--- config.mk ---
export PLATFORM = sky130hd
export DESIGN_NAME = lock_sequencer
export DESIGN_NICKNAME = d
export VERILOG_FILES = /design/src/rtl/lock_pkg.sv /design/src/rtl/fsm_outputs.sv /design/src/rtl/inactivity_timer.sv /design/src/rtl/lock_sequencer.sv
export SDC_FILE = /design/constraint.sdc
export NUM_CORES = 1
export LEC_CHECK = 0
export ABC_AREA = 1
export CORE_MARGIN = 2
export CORE_UTILIZATION = 60
export CTS_BUF_LIST = sky130_fd_sc_hd__clkbuf_16
export DETAILED_ROUTE_END_ITERATION = 12
export PLACE_DENSITY = 0.89
export SKIP_LAST_GASP = 1
export SLEW_MARGIN = 5
export SYNTH_ARGS = -nofsm -noshare
export SYNTH_HDL_FRONTEND = slang
export SYNTH_SLANG_ARGS = --single-unit
--- constraint.sdc ---
create_clock -name clk -period 4 [get_ports clk]
set_clock_uncertainty 0.2 [all_clocks]
set_input_delay 0.4 -clock clk [delete_from_list [all_inputs] [get_ports clk]]
set_output_delay 0.4 -clock clk [all_outputs]
set_load 0.01 [all_outputs]
--- src/rtl/lock_pkg.sv ---
`default_nettype none
// ============================================================================
// Module      : lock_pkg
// Description : Shared state encodings, colour codes and types for the
//               colour-sequence lock (lock_sequencer, fsm_outputs).
// Revision    : 1.0 - initial release
// ============================================================================
package lock_pkg;

    typedef logic [3:0] state_t;
    typedef logic [1:0] color_t;

    // State encoding. The entry states are laid out so that a state number
    // equals the number of presses taken, with WRONG offset by four from
    // CORRECT, and the SET states follow PROGRAM_MODE in order.
    localparam state_t C_ST_IDLE          = 4'd0;
    localparam state_t C_ST_ONE_CORRECT   = 4'd1;
    localparam state_t C_ST_TWO_CORRECT   = 4'd2;
    localparam state_t C_ST_THREE_CORRECT = 4'd3;
    localparam state_t C_ST_FOUR_CORRECT  = 4'd4;
    localparam state_t C_ST_ONE_WRONG     = 4'd5;
    localparam state_t C_ST_TWO_WRONG     = 4'd6;
    localparam state_t C_ST_THREE_WRONG   = 4'd7;
    localparam state_t C_ST_FOUR_WRONG    = 4'd8;
    localparam state_t C_ST_PROGRAM_MODE  = 4'd9;
    localparam state_t C_ST_ONE_SET       = 4'd10;
    localparam state_t C_ST_TWO_SET       = 4'd11;
    localparam state_t C_ST_THREE_SET     = 4'd12;
    localparam state_t C_ST_FOUR_SET      = 4'd13;

    // Step between a k_CORRECT state and the (k+1)_WRONG state.
    localparam state_t C_CORRECT_TO_WRONG = 4'd5;

    localparam color_t C_RED    = 2'd0;
    localparam color_t C_YELLOW = 2'd1;
    localparam color_t C_GREEN  = 2'd2;
    localparam color_t C_BLUE   = 2'd3;

endpackage : lock_pkg
`default_nettype wire

--- src/rtl/fsm_outputs.sv ---
`default_nettype none
// ============================================================================
// Module      : fsm_outputs
// Description : Output decode of the lock state machine. Driven only from
//               registered state, so outputs never glitch on input changes.
// Revision    : 1.0 - initial release
// Ports       : state      - registered FSM state
//               locked_out - registered lockout flag
//               unlocked   - high in FOUR_CORRECT
//               alarm      - high in FOUR_WRONG or while locked out
// ============================================================================
module fsm_outputs
    import lock_pkg::*;
(
    input  logic [3:0] state,
    input  logic       locked_out,
    output logic       unlocked,
    output logic       alarm
);

    always_comb begin
        unlocked = (state == C_ST_FOUR_CORRECT);
        alarm    = (state == C_ST_FOUR_WRONG) || locked_out;
    end

endmodule : fsm_outputs
`default_nettype wire

--- src/rtl/inactivity_timer.sv ---
`default_nettype none
// ============================================================================
// Module      : inactivity_timer
// Description : Counts idle cycles while enabled and flags expiry once the
//               count reaches TIMEOUT_CYCLES-1. Cleared by reload or while
//               disabled.
// Revision    : 1.0 - initial release
// Ports       : clk     - system clock
//               rst_n   - asynchronous active-low reset
//               reload  - restart the count from zero
//               enable  - count only while high
//               expired - count has reached TIMEOUT_CYCLES-1 (while enabled)
// ============================================================================
module inactivity_timer #(
    parameter int unsigned TIMEOUT_CYCLES = 50_000_000
) (
    input  logic clk,
    input  logic rst_n,
    input  logic reload,
    input  logic enable,
    output logic expired
);

    localparam int unsigned C_CNT_W = (TIMEOUT_CYCLES > 1) ? $clog2(TIMEOUT_CYCLES) : 1;
    localparam logic [C_CNT_W-1:0] C_LAST = C_CNT_W'(TIMEOUT_CYCLES - 1);

    logic [C_CNT_W-1:0] r_count;

    // Holds at C_LAST so a blocked exit can never wrap and lose the expiry.
    always_ff @(posedge clk or negedge rst_n) begin
        if (!rst_n) begin
            r_count <= '0;
        end else if (reload || !enable) begin
            r_count <= '0;
        end else if (r_count != C_LAST) begin
            r_count <= r_count + C_CNT_W'(1);
        end
    end

    assign expired = enable && (r_count == C_LAST);

endmodule : inactivity_timer
`default_nettype wire

--- src/rtl/lock_sequencer.sv ---
`default_nettype none
// ============================================================================
// Module      : lock_sequencer
// Description : Four-press colour combination lock with reprogrammable code,
//               inactivity timeout and lockout after repeated failures.
// Revision    : 1.0 - initial release
// Ports       : clk         - system clock, all state on rising edge
//               rst_n       - asynchronous active-low reset
//               btn_valid   - one-cycle pulse marking a colour press
//               btn_color   - pressed colour, sampled with btn_valid
//               program_req - level request to enter/stay in programming
//               state       - registered FSM state
//               unlocked    - high while in FOUR_CORRECT
//               alarm       - high in FOUR_WRONG or while locked out
// ============================================================================
module lock_sequencer
    import lock_pkg::*;
#(
    parameter int unsigned TIMEOUT_CYCLES = 50_000_000,
    parameter int unsigned MAX_FAILS      = 3
) (
    input  logic       clk,
    input  logic       rst_n,
    input  logic       btn_valid,
    input  logic [1:0] btn_color,
    input  logic       program_req,
    output logic [3:0] state,
    output logic       unlocked,
    output logic       alarm
);

    localparam int unsigned C_FAIL_W = $clog2(MAX_FAILS + 1);
    localparam logic [C_FAIL_W-1:0] C_FAIL_MAX = C_FAIL_W'(MAX_FAILS);

    state_t              r_state;
    state_t              w_next_state;
    color_t              r_code [4];
    logic [C_FAIL_W-1:0] r_fail_cnt;
    logic [C_FAIL_W-1:0] w_fail_next;
    logic                r_locked_out;

    logic   w_accept;
    logic   w_code_we;
    color_t w_code_idx;
    logic   w_expired;
    logic   w_reload;
    logic   w_timer_en;
    logic   w_enter_open;
    logic   w_enter_alarm;

    // ------------------------------------------------------------------
    // State register
    // ------------------------------------------------------------------
    always_ff @(posedge clk or negedge rst_n) begin
        if (!rst_n) begin
            r_state <= C_ST_IDLE;
        end else begin
            r_state <= w_next_state;
        end
    end

    // ------------------------------------------------------------------
    // Next-state logic. Illegal encodings and timeout dominate; otherwise
    // each group of states is handled by its numeric range.
    // ------------------------------------------------------------------
    always_comb begin
        w_next_state = r_state;
        w_accept     = 1'b0;
        w_code_we    = 1'b0;
        // PROGRAM_MODE..THREE_SET (9..12) write code[0..3]; the low two
        // state bits plus three wrap to exactly that index.
        w_code_idx   = r_state[1:0] + 2'd3;

        if (r_state > C_ST_FOUR_SET) begin
            w_next_state = C_ST_IDLE;
        end else if (w_expired) begin
            w_next_state = C_ST_IDLE;
        end else if (r_state == C_ST_IDLE) begin
            if (btn_valid && !r_locked_out) begin
                w_accept     = 1'b1;
                w_next_state = (btn_color == r_code[0]) ? C_ST_ONE_CORRECT : C_ST_ONE_WRONG;
            end
        end else if (r_state <= C_ST_THREE_CORRECT) begin
            // In k_CORRECT the low bits equal k, the next code index to match.
            if (btn_valid) begin
                w_accept     = 1'b1;
                w_next_state = (btn_color == r_code[r_state[1:0]]) ?
                               r_state + 4'd1 : r_state + C_CORRECT_TO_WRONG;
            end
        end else if (r_state == C_ST_FOUR_CORRECT) begin
            if (program_req) begin
                w_next_state = C_ST_PROGRAM_MODE;
            end
        end else if (r_state <= C_ST_THREE_WRONG) begin
            if (btn_valid) begin
                w_accept     = 1'b1;
                w_next_state = r_state + 4'd1;
            end
        end else if (r_state == C_ST_FOUR_WRONG) begin
            w_next_state = r_state;
        end else if (r_state <= C_ST_THREE_SET) begin
            // Dropping the request aborts before any same-cycle write.
            if (!program_req) begin
                w_next_state = C_ST_IDLE;
            end else if (btn_valid) begin
                w_accept     = 1'b1;
                w_code_we    = 1'b1;
                w_next_state = r_state + 4'd1;
            end
        end else begin
            if (!program_req) begin
                w_next_state = C_ST_IDLE;
            end
        end
    end

    // ------------------------------------------------------------------
    // Output decode
    // ------------------------------------------------------------------
    assign state = r_state;

    fsm_outputs u_fsm_outputs (
        .state      (r_state),
        .locked_out (r_locked_out),
        .unlocked   (unlocked),
        .alarm      (alarm)
    );

    // ------------------------------------------------------------------
    // Code store
    // ------------------------------------------------------------------
    always_ff @(posedge clk or negedge rst_n) begin
        if (!rst_n) begin
            r_code[0] <= C_RED;
            r_code[1] <= C_YELLOW;
            r_code[2] <= C_GREEN;
            r_code[3] <= C_BLUE;
        end else if (w_code_we) begin
            r_code[w_code_idx] <= btn_color;
        end
    end

    // ------------------------------------------------------------------
    // Failure tracking and lockout
    // ------------------------------------------------------------------
    assign w_enter_open  = (w_next_state == C_ST_FOUR_CORRECT) && (r_state != C_ST_FOUR_CORRECT);
    assign w_enter_alarm = (w_next_state == C_ST_FOUR_WRONG) && (r_state != C_ST_FOUR_WRONG);

    always_comb begin
        w_fail_next = r_fail_cnt;
        if (w_enter_open) begin
            w_fail_next = '0;
        end else if (w_enter_alarm && (r_fail_cnt != C_FAIL_MAX)) begin
            w_fail_next = r_fail_cnt + C_FAIL_W'(1);
        end
    end

    // Lockout is sticky until reset; it is raised on the same edge that
    // enters the failing FOUR_WRONG.
    always_ff @(posedge clk or negedge rst_n) begin
        if (!rst_n) begin
            r_fail_cnt   <= '0;
            r_locked_out <= 1'b0;
        end else begin
            r_fail_cnt   <= w_fail_next;
            r_locked_out <= r_locked_out | (w_fail_next == C_FAIL_MAX);
        end
    end

    // ------------------------------------------------------------------
    // Inactivity timeout
    // ------------------------------------------------------------------
    assign w_reload   = w_accept || (w_next_state != r_state);
    assign w_timer_en = (r_state != C_ST_IDLE);

    inactivity_timer #(
        .TIMEOUT_CYCLES (TIMEOUT_CYCLES)
    ) u_inactivity_timer (
        .clk     (clk),
        .rst_n   (rst_n),
        .reload  (w_reload),
        .enable  (w_timer_en),
        .expired (w_expired)
    );

endmodule : lock_sequencer
`default_nettype wire

==> results.toml <==
[synthesis]
synth_async_sr_flop_share_pct = 100
yosys-top-cells-count = "88 x nand2_1, 39 x nor2_1, 37 x dfrtp_1"
synth_area_leaders = "dfrtp_1 32%, nand2_1 11%, nor2_4 8.6%"
synth_top_area_share_pct = 32.0
ys_seq_area_share_pct = 35.6
synth_edf_count = 0
synth.largest_area_cell = "dfrtp_1"
yosysWarnings = 0
synth_cell_types = 37
synth.avg_cell_area_sq_um = 8.04
ys_ff_latch = 41
mappedNetlistNets = 375
postSynthCellCount = 360
yosys.cell_count.top_type = "nand2_1"
synth_area_sq_um = 2900
ys.flop_type = "dfrtp_1"

[placement]
dp_hpwl_um = 4080
dp.cells = 419
place_congestion = 0.930
placedInstanceArea_sq_um = 3000
io_buffers = 11

[timing]
hold_slack_ns = 0.0388
rsz0062_at_grt = "false"
relSlewSlack_pct = 40.7
finalHoldViolCount = 0
slew_violations = 0
tns_ns = 0
tightest_slew_ns = 0.890
period_needed_ns = 3.18
max_freq_mhz = 314
final-setup-viol-count = 0
fin_crit_sh_pct = 79.5

[critical_path]
critPathLaunchType = "flip-flop"
critical_path_arrival_ns = 3.12
cp_max_fo = 26
r2r-start = "state[0]"
crit_chain = "inv_2, ha_1, nand2_1, nor2_2, inv_1, nand3_1, nor2_2, inv_2, a21oi_2, nand2_1, nand3_1, nor2_4, nand2_4, nor2_1"
reg2reg_to = "u_inactivity_timer.r_count[17]"
critical-path-max-stage-delay_ns = 0.66
crit_type = "flip-flop to flip-flop"
slowest_stage = "dfrtp_1"
regToRegSetupSlack_ns = 0.82
cp-end-kind = "flip-flop"
crit_required_ns = 3.94
reg2reg_depth = 14

[grt]
first_global_vias = 2138
grt_pass1_wl_um = 9760
busiest_layer = "met2"
grt_util_met3_pct = 4.80
grt_max_degree = 42
grt_util_met2_pct = 38.0
antenna_found_initial = 0
grt_usage_pct = 23.3
use_met1_pct = 31.6
grt-ovfl-total = 0

[power_and_ir_drop]
clock_power_share_pct = 46.7
sw_frac_of_total_pct = 20.8
p_leak_nw = 1.36
power_density_nw_per_um2 = 261
ir_drop_mv = 0.225
pwr-share-comb_pct = 2.7
seqPwrFrac_pct = 50.6
switchingPower_w = 0.000170
p_int_w = 0.000650

[clocking]
clk_latency_ns = 0.28
cts_hold_buf = 0
cts_max_level = 2
path_clk_slew_ns = 0.06
numClockSinks = 41
cts_buffers = 5
cts_root_buffer = "clkbuf_16"
cts_tree = "yes"
clockBufferDepth = 2
cts_resized = 0
post-cts-setup-buffer-count = 0

[drt]
wl_um = 5500
drt_iter0_drc = 184
routedWlPerCell_um = 12.9
vias = 2299
antenna_violating_nets_post_route = 0
viasPerCell = 5.38
drcViolationCount = 0
dr.pass1.iters = 5

[floorplan]
num_io_pins = 12
start_util_pct = 61.7
core.rowCount = 25
die_x_um = 73.5
coreArea_sq_um = 4690
die_area_sq_um = 5400
chipHeight_um = 73.5

[final_layout]
fin_nets = 387
instances_no_fill = 427
drive_gt1_share_pct = 16.4
area_growth_pct = 8.60
post-route-util_pct = 67.0
fill_cells = 374
antenna_cells = 0
design_area_sq_um = 3140

[flow_run]
maxCapViolCount = 0

[min_path]
hold_class = "input port to async pin"

[run_status]
status = "finished, final reports clean"
-- power by group through the flow --
| stage | Sequential, W | Combinational, W | Clock (W) |
|---|---|---|---|
| 2_1_floorplan | 0.000422 | 0.00000729 | 0 |
| 5_1_grt | 0.000415 | 0.0000258 | 0.000410 |
| 6_report | 0.000415 | 0.0000220 | 0.000383 |
| 3_5_place_dp | 0.000422 | 0.0000226 | 0 |
| 3_3_place_gp | 0.000422 | 0.0000226 | 0 |
| 4_1_cts | 0.000415 | 0.0000227 | 0.000391 |
-- metrics by stage --
| stage | setup slack [ns] | power (W) |
|---|---|---|
| after floorplan | 1.36 | 0.000430 |
| after global placement | 0.924 | 0.000445 |
| after detailed placement | 0.827 | 0.000445 |
| after CTS | 0.822 | 0.000829 |
| after global routing | 0.505 | 0.000851 |
| final | 0.819 | 0.000820 |
-- cell families after synthesis --
kind of cell | after synthesis | synth area share [%]
xor gates and xnor gates | 25 | 7.56
adders and majority gates | 9 | 3.89
AOI/OAI and AO/OA | 22 | 5.01
DFF | 41 | 35.6
and+or+nand+nor | 220 | 40.6
buffers and inverters | 42 | 7.00
muxes | 1 | 0.346
-- flip-flops by register name, indices dropped and copies added, names as in the netlist --
register and count:
state 4, r_fail_cnt 2, u_inactivity_timer.r_count 26, r_locked_out 1, r_code 8
-- critical path, delay by kind of cell, from the launching register on --
family | cells | cell delay (ns)
buf+inv | 3 | 0.43
compound gates | 1 | 0.14
fa+ha+maj | 1 | 0.30
simple gates | 9 | 1.28
flops | 1 | 0.66
-- cell type report --
cell class	count	area, sq um	share of cell area (%)
flip-flops and latches	41	1030	32.8
repair buffers	11	105	3.34
multi-input cells	277	1660	52.8
inverters	36	138	4.38
clock buffers	5	125	3.98
well taps	54	67.6	2.15
clock inverters	3	16.3	0.517
-- placed cells by master, fill, tap and decap left out, types with 2 or more instances in the layout --
cell type        count
inv_2                9
nor3_1               8
o22ai_1              2
nand3b_1             3
ha_1                 9
xor2_1              20
xnor2_1              5
nand2_4              2
nand3_1             33
nand3_2              3
nand2_1             88
dfstp_2              4
clkdlybuf4s50_1     10
nand4_1              6
and2_1               2
clkbuf_16            5
nor2_4              22
clkinv_1             2
a21oi_1              2
dfrtp_1             37
inv_1               26
o21ai_0              6
o21a_1               9
nand2_2              3
nor2_1              39
nor2_2               5
-- routing by layer --
| layer | share of wire [%] | vias up |
|---|---|---|
| li1 | - | 1176 |
| met1 | 48 | 1072 |
| met2 | 48 | 42 |
| met3 | 3.1 | 9 |
| met4 | 1.5 | 0 |
| met5 | 0 | - |
-- worst max path at each step --
stage                                                end  cells after the start  startpoint
after floorplan            u_inactivity_timer.r_count[3]                     19    state[0]
after global routing      u_inactivity_timer.r_count[16]                     14    state[0]
after detailed placement  u_inactivity_timer.r_count[17]                     14    state[0]
final                     u_inactivity_timer.r_count[17]                     14    state[0]
after global placement    u_inactivity_timer.r_count[20]                     17    state[0]
after CTS                 u_inactivity_timer.r_count[17]                     14    state[0]
(Power assumes the default switching activity.)
==> variant 1: new RTL, same flow settings <==
Set the parameter `MAX_FAILS` to 6 (it was 3).
--- a/src/rtl/lock_sequencer.sv
+++ b/src/rtl/lock_sequencer.sv
@@ -17,7 +17,7 @@
     import lock_pkg::*;
 #(
     parameter int unsigned TIMEOUT_CYCLES = 50_000_000,
-    parameter int unsigned MAX_FAILS      = 3
+    parameter int unsigned MAX_FAILS      = 6
 ) (
     input  logic       clk,
     input  logic       rst_n,
Check against the original RTL: no difference found for any inputs over 10 cycles, from zero or initial values and one cycle with rst_n low; that may be too few to reach the edited logic, so the function may still have changed.
==> variant 1 against the unedited design <==
- highest routed layer unchanged
- synthesized area up 4.3%
- largest cell class unchanged
- fmax down 1.8%
- setup slack worse by 60 ps
- non-clock buffer count unchanged
- cell area up 4.4%
- sequential cell count up 1
- wire length up 9.6%
Power is not compared: it rests on default switching activity, and its combinational part moved more than twofold at a synthesized area within 25%.
==> variant 1: results (changes against the unedited design) <==
stage,metric,value,unit,change
outcome,status,finished clean,,unchanged
routing,wl_met1,2910,µm,was 2610 µm
global_route,grt_pass1_vias,2447,,"was 2,138"
layout,regArea,1060,µm²,was 1030 µm²
timing,tightestPinTransition,898,ps,was 890 ps
setup_path,r2r_cells,16,,was 14
routing,drt-total-wl,6030,µm,was 5500 µm
clock_network,cts_buffers,5,,unchanged
placed_design,gp_congestion,0.989,,was 0.930
setup_path,cp_max_fo,24,,was 26
yosys,syn-num-nets,404,,was 375
routing,wl_met2,2850,µm,was 2640 µm
routing,routed-wl-met3,192,µm,was 171 µm
global_route,gr-usage-met3,4.42,%,was 4.80%
global_route,grt_use_met1,32.8,%,was 31.6%
yosys,synth-adder-area-share,4.14,%,was 3.89%
clock_network,clock_latency,280,ps,about the same
global_route,grtUsageTotal,24.7,%,was 23.3%
layout,drive_above_1_share,18.2,%,was 16.4%
layout,fillers,370,,was 374
layout,nets,416,,was 387
global_route,antenna_found_initial,0,,unchanged
pwr,power.leakage,0.00144,µW,
placed_design,post_dp_cell_area,3140,µm²,was 3000 µm²
yosys,synth-xor-area-share,5.43,%,was 7.56%
routing,detail_route.vias_per_cell,5.41,,was 5.38
global_route,grt_pass1_wl,10700,µm,was 9760 µm
yosys,synth_area_leaders,"dfrtp_1 31%, nand2_1 11%, nand3_1 5.6%",,"was dfrtp_1 32%, nand2_1 11%, nor2_4 8.6%"
placed_design,dp_cells,460,,was 419
routing,vias,2533,,"was 2,299"
placed_design,hpwl,4570,µm,was 4080 µm
yosys,syn-mean-instance-area,7.78,µm²,was 8.04 µm²
yosys,synth_mux_area_share,0.331,%,was 0.346%
setup_path,arrival,3230,ps,was 3120 ps
die,dieArea,5620,µm²,was 5400 µm²
routing,drt_iter0_drc,136,,was 184
setup_path,cp_slowest_stage_delay,700,ps,was 660 ps
placed_design,pre_cts_slack,773,ps,was 827 ps
yosys,ys_types,38,,was 37
yosys,ys_top_cells_by_count,"85 x nand2_1, 38 x dfrtp_1, 38 x nor2_1",,"was 88 x nand2_1, 39 x nor2_1, 37 x dfrtp_1"
clock_network,clockBufferDepth,2,,unchanged
global_route,grt_max_degree,43,,was 42
yosys,synth_compound_gate_area_share,5.34,%,was 5.01%
routing,first_pass_iters,4,,was 5
yosys,synth_seq_area_share,35.0,%,was 35.6%
variant 1: cell types whose count changed after synthesis, moves of 4 or more:
cell / delta
nor2_4: -17
inv_1: +11
nor2_2: +9
nand2_2: +8
xor2_1: -7
nor3_4: +6
nand4_1: +5
nor3_1: +5
nor4_1: +4
variant 1: final cells by class:
| type | count | share of cell area (%) |
|---|---|---|
| flip-flops and latches | 42 | 32.2 |
| clock inverters | 3 | 0.534 |
| repair buffers | 11 | 3.20 |
| multi-input cells | 291 | 52.1 |
| well taps | 67 | 2.55 |
| clock buffers | 5 | 3.81 |
| inverters | 49 | 5.68 |
variant 1: path summary, 6_finish.rpt:
path,end,from,slack (ps)
min,r_code[7],rst_n,50
max reg2reg,u_inactivity_timer.r_count[6],state[0],760
min reg2reg,r_locked_out,r_locked_out,290
max,u_inactivity_timer.r_count[6],state[0],760
min in group clk,r_locked_out,r_locked_out,290
max in group asynchronous,state[1],rst_n,2990
==> variant 2: new RTL, config.mk and constraints unchanged <==
Without the edit above. Put a register stage on the output `alarm`, with the module's reset. The value now appears one clock later. The other outputs are not delayed to match.
--- a/src/rtl/lock_sequencer.sv
+++ b/src/rtl/lock_sequencer.sv
@@ -31,6 +31,8 @@
 
     localparam int unsigned C_FAIL_W = $clog2(MAX_FAILS + 1);
     localparam logic [C_FAIL_W-1:0] C_FAIL_MAX = C_FAIL_W'(MAX_FAILS);
+
+    logic alarm_d;
 
     state_t              r_state;
     state_t              w_next_state;
@@ -123,7 +125,7 @@
         .state      (r_state),
         .locked_out (r_locked_out),
         .unlocked   (unlocked),
-        .alarm      (alarm)
+        .alarm      (alarm_d)
     );
 
     // ------------------------------------------------------------------
@@ -183,6 +185,14 @@
         .expired (w_expired)
     );
 
+    always_ff @(posedge clk or negedge rst_n) begin
+        if (!rst_n) begin
+            alarm <= '0;
+        end else begin
+            alarm <= alarm_d;
+        end
+    end
+
 endmodule : lock_sequencer
 `default_nettype wire
 
Check against the original RTL: not equivalent (Yosys sat finds a counterexample within 10 cycles, from zero or initial values and one cycle with rst_n low).
==> variant 2 against the unedited design <==
- count of clock-buffer cells in the layout stayed put
- sequential cell count increased by 1
- synthesized area grew 4.9%
- cell area up 6.0%
- wire length is 17% higher
- first-iteration DRC count grew 1.6%
- setup slack improved by 2.9 ps
Power is not compared: it rests on default switching activity, and its combinational part moved more than twofold at a synthesized area within 25%.
==> variant 2: results (changes against the unedited design) <==
stage,metric,value,unit,change
outcome,status,finished clean,,unchanged
timing,min_period,3180,ps,about the same
routing,drc,0,,unchanged
placed_design,hpwl,4650,µm,was 4080 µm
layout,antennaDiodeCount,0,,unchanged
yosys,ys_types,36,,was 37
layout,top_register,u_inactivity_timer.r_count,,unchanged
global_route,use_met2,45.4,%,was 38.0%
placed_design,gp_congestion,0.972,,was 0.930
yosys,ys_top_cells_by_count,"96 x nand2_1, 38 x dfrtp_1, 36 x inv_1",,"was 88 x nand2_1, 39 x nor2_1, 37 x dfrtp_1"
setup_path,r2r_cells,14,,unchanged
global_route,gr-usage-met3,4.95,%,was 4.80%
setup_path,r2r-end,u_inactivity_timer.r_count[23],,was u_inactivity_timer.r_count[17]
global_route,grt_use_met1,30.6,%,was 31.6%
yosys,syn-num-nets,406,,was 375
pwr,power.leakage,0.00141,µW,
layout,nets,418,,was 387
clock_network,clkTransAtPathRegs,60,ps,about the same
pwr,irDropWorstVdd,615,µV,
clock_network,clock_latency,290,ps,
clock_network,clockBufferDepth,2,,unchanged
global_route,grt_pass1_wl,11100,µm,was 9760 µm
yosys,synth_edf_count,0,,unchanged
global_route,grt_max_degree,43,,was 42
min_path,hold_class,in2async,,unchanged
setup_path,cp_max_fo,26,,unchanged
setup_path,cpMaxStageDelayCell,dfrtp_1,,unchanged
routing,detail_route.vias_per_cell,5.48,,was 5.38
routing,first_pass_iters,4,,was 5
clock_network,cts_setup_buffers,0,,unchanged
global_route,grtUsageTotal,25.7,%,was 23.3%
timing,whs,51.7,ps,was 38.8 ps
clock_network,cts_resized,0,,unchanged
layout,drive_above_1_share,16.8,%,was 16.4%
global_route,grt_pass1_vias,2557,,"was 2,138"
yosys,synth_seq_area_share,34.8,%,was 35.6%
placed_design,io_buffer_count,11,,unchanged
clock_network,cts_htree_levels,2,,unchanged
yosys,yosys_warnings,0,,unchanged
setup_path,crit_path_start,state[0],,unchanged
yosys,synth_area_leaders,"dfrtp_1 31%, nand2_1 12%, nor3_2 6.6%",,"was dfrtp_1 32%, nand2_1 11%, nor2_4 8.6%"
routing,routedWlPerCell,13.7,µm,was 12.9 µm
timing,tightestPinTransition,922,ps,was 890 ps
yosys,synthArstFlopShare,100,%,unchanged
setup_path,arrival,3160,ps,was 3120 ps
setup_path,cp_slowest_stage_delay,660,ps,about the same
layout,largest_reg_flops,26,,unchanged
clock_network,cts_root_buf,clkbuf_16,,unchanged
global_route,antenna_found_initial,0,,unchanged
clock_network,cts_buffers,5,,unchanged
setup_path,crit_path_end,u_inactivity_timer.r_count[23],,was u_inactivity_timer.r_count[17]
routing,drt_iter0_drc,187,,was 184
variant 2: cell types whose count changed after synthesis, sizes merged, moves of 4 or more:
| cell | change |
|---|---|
| inv | +10 |
| nand2 | +11 |
| o21ai | +7 |
| nor3 | +26 |
| xor2 | -4 |
| nor2 | -25 |
| nand3 | +4 |
variant 2: report_power, final:
group          internal [µW]  switching [µW]  leakage, µW
clock                    295             164    0.0000842
combinational            411             918     0.000774
sequential               510            98.0     0.000547
variant 2: cell type report:
type	instances	area, µm²
sequential	42	1060
tap	67	83.8
inverter	46	178
timing repair buffer	12	113
multi-input combinational	296	1740
clock inverter	3	43.8
fill	410	1480
clock buffer	5	125
variant 2: cells by family after synthesis:
logic type | synth area share, %
AO/OA/AOI/OAI | 5.15
XOR/XNOR | 7.79
adder cells (fa/ha/maj) | 3.71
buffers and inverters | 8.08
flip-flops | 34.8
AND/OR/NAND/NOR | 40.5
variant 2: metrics by stage:
stage	cell area, µm²	std cells
floorplan	3040	391
global placement	3170	463
detailed placement	3170	463
CTS	3330	471
global route	3330	471
finish	3330	471
variant 2: worst min path at each step:
stage	startpoint	end	depth (start not counted)
after detailed placement	r_locked_out	r_locked_out	2
after CTS	rst_n	u_inactivity_timer.r_count[3]	1
final	rst_n	u_inactivity_timer.r_count[3]	1
after global placement	r_locked_out	r_locked_out	2
after floorplan	rst_n	alarm	0
after global routing	rst_n	u_inactivity_timer.r_count[3]	1
variant 2: metal layers:
metal / vias up / routed length, µm
li1: 1292 / -
met5: - / 0
met3: 16 / 206
met4: 0 / 155
met1: 1211 / 2800
met2: 62 / 3290
variant 2: critical path, delay by kind of cell, from the launching register on:
kind,cells,cell delay [ps]
simple gates,11,1410
flops,1,660
fa+ha+maj,1,360
buf+inv,1,270
xor+xnor,1,160
